## src/rtl/count_ctrl_pkg.sv

```systemverilog
// Shared definitions for the counter command sequencer and the 5-bit loadable counter it drives.
package count_ctrl_pkg;

    localparam int CNT_W = 5;

    typedef enum logic [1:0] {
        OP_NOP    = 2'b00,
        OP_LOAD   = 2'b01,
        OP_RUN_N  = 2'b10,
        OP_RUN_TO = 2'b11
    } op_e;

    typedef enum logic [2:0] {
        ST_IDLE   = 3'd0,
        ST_LOAD   = 3'd1,
        ST_RUN    = 3'd2,
        ST_RUN_TO = 3'd3,
        ST_DONE   = 3'd4
    } state_e;

endpackage

```

## src/rtl/count_ctrl.sv

```systemverilog
// Command sequencer that turns LOAD / RUN_N / RUN_TO commands into load/enable/data
// for a downstream loadable counter, pulsing done when a command completes normally.
module count_ctrl
    import count_ctrl_pkg::*;
#(
    parameter int WIDTH = CNT_W
) (
    input  logic             clk,
    input  logic             rst_,
    input  logic             cmd_valid,
    output logic             cmd_ready,
    input  logic [1:0]       cmd_op,
    input  logic [WIDTH-1:0] cmd_data,
    input  logic             abort,
    input  logic [WIDTH-1:0] count,
    output logic [WIDTH-1:0] data,
    output logic             load,
    output logic             enable,
    output logic             busy,
    output logic             done,
    output state_e           dbg_state
);

    localparam logic [WIDTH:0] REM_ONE  = (WIDTH+1)'(1);
    localparam logic [WIDTH:0] REM_FULL = {1'b1, {WIDTH{1'b0}}};

    state_e           state_q;
    state_e           state_d;
    logic [WIDTH-1:0] data_q;
    logic [WIDTH:0]   remaining_q;
    logic             accept;
    op_e              op;

    // Handshake: a command transfers on the rising edge where cmd_valid && cmd_ready.
    // cmd_ready depends only on state (high in IDLE), and cmd_* are sampled only then.
    assign accept = cmd_valid && cmd_ready;
    assign op     = op_e'(cmd_op);

    always_comb begin
        state_d   = state_q;
        load      = 1'b0;
        enable    = 1'b0;
        done      = 1'b0;
        cmd_ready = 1'b0;
        busy      = 1'b1;
        case (state_q)
            ST_IDLE: begin
                cmd_ready = 1'b1;
                busy      = 1'b0;
                if (cmd_valid) begin
                    case (op)
                        OP_LOAD:   state_d = ST_LOAD;
                        OP_RUN_N:  state_d = ST_RUN;
                        OP_RUN_TO: state_d = ST_RUN_TO;
                        default:   state_d = ST_IDLE;
                    endcase
                end
            end
            ST_LOAD: begin
                load    = 1'b1;
                state_d = ST_DONE;
            end
            ST_RUN: begin
                enable = 1'b1;
                if (remaining_q == REM_ONE) begin
                    state_d = ST_DONE;
                end
            end
            ST_RUN_TO: begin
                // Stop counting in the cycle the target is seen so the counter never overshoots.
                enable = (count != data_q);
                if (count == data_q) begin
                    state_d = ST_DONE;
                end
            end
            ST_DONE: begin
                done    = 1'b1;
                state_d = ST_IDLE;
            end
            default: begin
                state_d = ST_IDLE;
            end
        endcase
        if (abort && (state_q != ST_IDLE)) begin
            state_d = ST_IDLE;
        end
    end

    always_ff @(posedge clk or negedge rst_) begin
        if (!rst_) begin
            state_q     <= ST_IDLE;
            data_q      <= '0;
            remaining_q <= '0;
        end else begin
            state_q <= state_d;
            if (accept) begin
                case (op)
                    OP_LOAD:   data_q <= cmd_data;
                    OP_RUN_N:  remaining_q <= (cmd_data == '0) ? REM_FULL : {1'b0, cmd_data};
                    OP_RUN_TO: data_q <= cmd_data;
                    default:   ;
                endcase
            end else if (state_q == ST_RUN) begin
                remaining_q <= remaining_q - REM_ONE;
            end
        end
    end

    assign data      = data_q;
    assign dbg_state = state_q;

endmodule

```

## config.mk

```make
export PLATFORM = sky130hd
export DESIGN_NAME = count_ctrl
export DESIGN_NICKNAME = d
export VERILOG_FILES = /design/src/rtl/count_ctrl_pkg.sv /design/src/rtl/count_ctrl.sv
export SDC_FILE = /design/constraint.sdc
export NUM_CORES = 1
export LEC_CHECK = 0
export CORE_MARGIN = 8
export CORE_UTILIZATION = 40
export CTS_CLUSTER_SIZE = 14
export DETAILED_ROUTE_END_ITERATION = 7
export HOLD_SLACK_MARGIN = 0.12
export PLACE_DENSITY_LB_ADDON = 0.2
export SLEW_MARGIN = 20
export SYNTH_ARGS = -nofsm -noshare
export SYNTH_HDL_FRONTEND = slang
export SYNTH_SLANG_ARGS = --single-unit
```

## constraint.sdc

```tcl
create_clock -name clk -period 1.6 [get_ports clk]
set_input_delay 0.48 -clock clk [delete_from_list [all_inputs] [get_ports clk]]
set_output_delay 0.48 -clock clk [all_outputs]
set_load 0.01 [all_outputs]
```

==> out/summary.txt <==
status -> finished with violations
violated checks -> setup timing
DIE WIDTH -> 62.3 um
Final Worst Setup Slack -> -0.323 ns
critical path peak fanout -> 2
Tightest Pin Transition -> 0.382 ns
number of nets with antenna violations after routing -> 0
FF-to-FF path depth -> 4
Slew Limit Fails -> 0
CTS HTree Levels -> 1
routed via count -> 1022
die area -> 0.00388 mm^2
ANT cells -> 0
WHS -> 0.515 ns
clock-pin slew on the worst setup and hold paths -> 0.08 ns
DRT Pass-1 Iters -> 4
WL met3 -> 225 um
Layout area overhead -> 94.7%
maximum vdd drop -> 997 uV
Clock Skews -> 0.00117 ns
cell area after synthesis -> 856 um^2
r2r setup slk -> -0.04 ns
count of final setup violators -> 12
Final #Nets -> 183
sequential share of the synthesized area -> 40.9%
CTS max path bufs -> 2
dpl hpwl -> 1.92 mm
PortBufs -> 28
# DRC -> 0
final hold violations -> 0
RSZ-0062 raised after global routing -> true
Synthesis Warnings -> 0
syn_area_per_cell -> 9.51 um^2
cell area power density -> 1520 mW/mm^2
Root Driver -> clkbuf_4
Setup WS pre-CTS -> -0.883 ns
CP Class -> in2out
worst min-delay path category -> in2async
aggregate global-route resource usage -> 15.8%
row cnt -> 16
crit path from -> count[0]
clock buffer count from CTS -> 3
core area -> 0.00198 mm^2
number of global-route vias before repair -> 1006
reg-to-reg endpoint -> dbg_state[2]$_DFFE_PN0P_
initial antenna violation count -> 0
Reg-to-Reg Start -> remaining_q[4]$_DFFE_PN0P_
DRT iter0 DRCs -> 50
Synth Instances -> 90
clock sinks -> 14
# hold bufs at CTS -> 0
fin area -> 0.00167 mm^2
GRT overflow -> 0
largest net degree at the start of global routing -> 15
critical path required time -> 1.12 ns
Worst EP arrival -> 1.44 ns
Critical Path End Type -> output port
Setup crit end -> enable
DRT met1 WL -> 1.26 mm
fmax -> 0.520 GHz
Die Height -> 62.3 um
Skew-Pair Late Insertion Delay -> 0.27 ns
Yosys cell types -> 25
wirelength, routed -> 3.39 mm
layout cells sized above 1 -> 51.2%
Starting Density -> 43.2%
Via density -> 5.35
flop and latch count out of synthesis -> 14
WL met2 -> 1.79 mm
Inst Count DP -> 166
I/O pin cnt -> 29
Maximum Capacitance Violations -> 0
syn nets -> 108
CTS tree -> yes
final core occ -> 84.1%
fin cells -> 191
post-route clock period utilization -> 120%
Final min period -> 1.92 ns
top sig layer -> met4
Critical Path Source Type -> input pin
wire per inst -> 17.7 um
Routability Congestion -> 0.855
first-pass GRT wire length -> 5.01 mm
leakage power -> 0.780 nW
Area after DPL -> 0.00135 mm^2
Slew headroom -> 74.4%
area by class of cell:
type	count	area, um^2
Tap cell	27	33.8
Multi-Input combinational cell	68	581
Inverter	4	15.0
Clock buffer	4	36.3
Sequential cell	14	353
Fill cell	107	315
Timing Repair Buffer	74	648
through the flow:
stage | setup TNS [ns] | total power [W]
floorplan | 0 | 0.00123
global placement | -5.10 | 0.00183
detailed placement | -5.43 | 0.00187
CTS | -0.481 | 0.00236
global route | -1.51 | 0.00270
finish | -0.682 | 0.00253
placed cells by master (no fill, tap or decap), types with 2 or more instances in the layout:
master,instances
o21ai_2,3
nor4_1,2
dfrtp_2,2
clkbuf_4,3
inv_1,4
a21oi_1,5
clkdlybuf4s15_1,10
xnor2_1,2
nor3b_1,3
nand2_1,3
o21ai_0,3
buf_2,7
nor2_1,7
o21ai_1,5
buf_4,31
dfrtp_1,12
nor3_1,2
xnor2_2,3
nor3_2,2
ha_1,2
and3b_1,2
o31ai_1,2
mux2_2,5
clkdlybuf4s50_1,9
nor4b_4,2
buf_6,15
critical path, stage by stage:
cell             delay, ns
clkdlybuf4s15_1       0.20
xnor2_2               0.21
nand3_2               0.13
nor3_2                0.21
nor3b_1               0.07
buf_2                 0.14
cells by family (layout without fill, tap and decap cells):
| logic type | Yosys count | count (layout) | share of synthesized area, % |
|---|---|---|---|
| AO/OA/AOI/OAI | 23 | 23 | 15.4 |
| multiplexers | 5 | 5 | 6.58 |
| XOR/XNOR | 5 | 5 | 5.12 |
| flip-flops | 14 | 14 | 40.9 |
| buffers and inverters | 8 | 82 | 3.65 |
| adder cells (fa/ha/maj) | 2 | 2 | 2.92 |
| AND/OR/NAND/NOR | 33 | 33 | 25.4 |
flip-flops by register name, summed over array words and instances, names as in the netlist:
register	cells
data	5
dbg_state	3
remaining_q	6
metal layers:
| metal | up-vias | GRT usage [%] |
|---|---|---|
| met4 | 0 | 7.69 |
| met5 | - | 0 |
| li1 | 470 | - |
| met3 | 8 | 3.23 |
| met1 | 500 | 18.2 |
| met2 | 44 | 27.0 |
synthesized netlist by cell type, drive strengths merged:
master	n	area, um^2
and2	1	6.26
or3	1	11.3
a31oi	1	6.26
a21oi	6	30.0
o31ai	3	22.5
dfrtp	14	350
nor2b	1	6.26
a311oi	1	8.76
nor3	5	25.0
mux2	5	56.3
o21ai	11	55.1
ha	2	25.0
nor4b	2	47.6
inv	4	15.0
nor3b	4	30.0
xnor2	5	43.8
nor2	8	30.0
clkbuf	3	11.3
nand3	2	10.0
buf	1	5.00
and3b	2	17.5
a2bb2oi	1	8.76
nor4	2	12.5
nand2b	1	6.26
nand2	4	15.0
worst min-delay path by stage:
stage	start	to	slack, ns
3_5_place_dp	remaining_q[1]$_DFFE_PN0P_	remaining_q[1]$_DFFE_PN0P_	0.50
4_1_cts	rst_	dbg_state[0]$_DFFE_PN0P_	0.50
6_report	rst_	dbg_state[0]$_DFFE_PN0P_	0.52
3_3_place_gp	remaining_q[5]$_DFFE_PN0P_	remaining_q[5]$_DFFE_PN0P_	0.49
2_1_floorplan	rst_	data[0]$_DFFE_PN0P_	0.18
5_1_grt	rst_	dbg_state[0]$_DFFE_PN0P_	0.54
report_power, final:
part,switching [W],total [W],internal (W)
sequential,0.000161,0.000660,0.000499
clock,0.000114,0.000252,0.000138
combinational,0.000699,0.00161,0.000916
repair_timing:
item                                   4_1_cts  5_1_grt
gates cloned                                 0        1
pin swaps                                   13        8
setup buffers                               24        6
gates resized for setup                     65       31
endpoints found under the hold margin        0        0
setup endpoints to repair                   24       22
(Power assumes the default switching activity.)
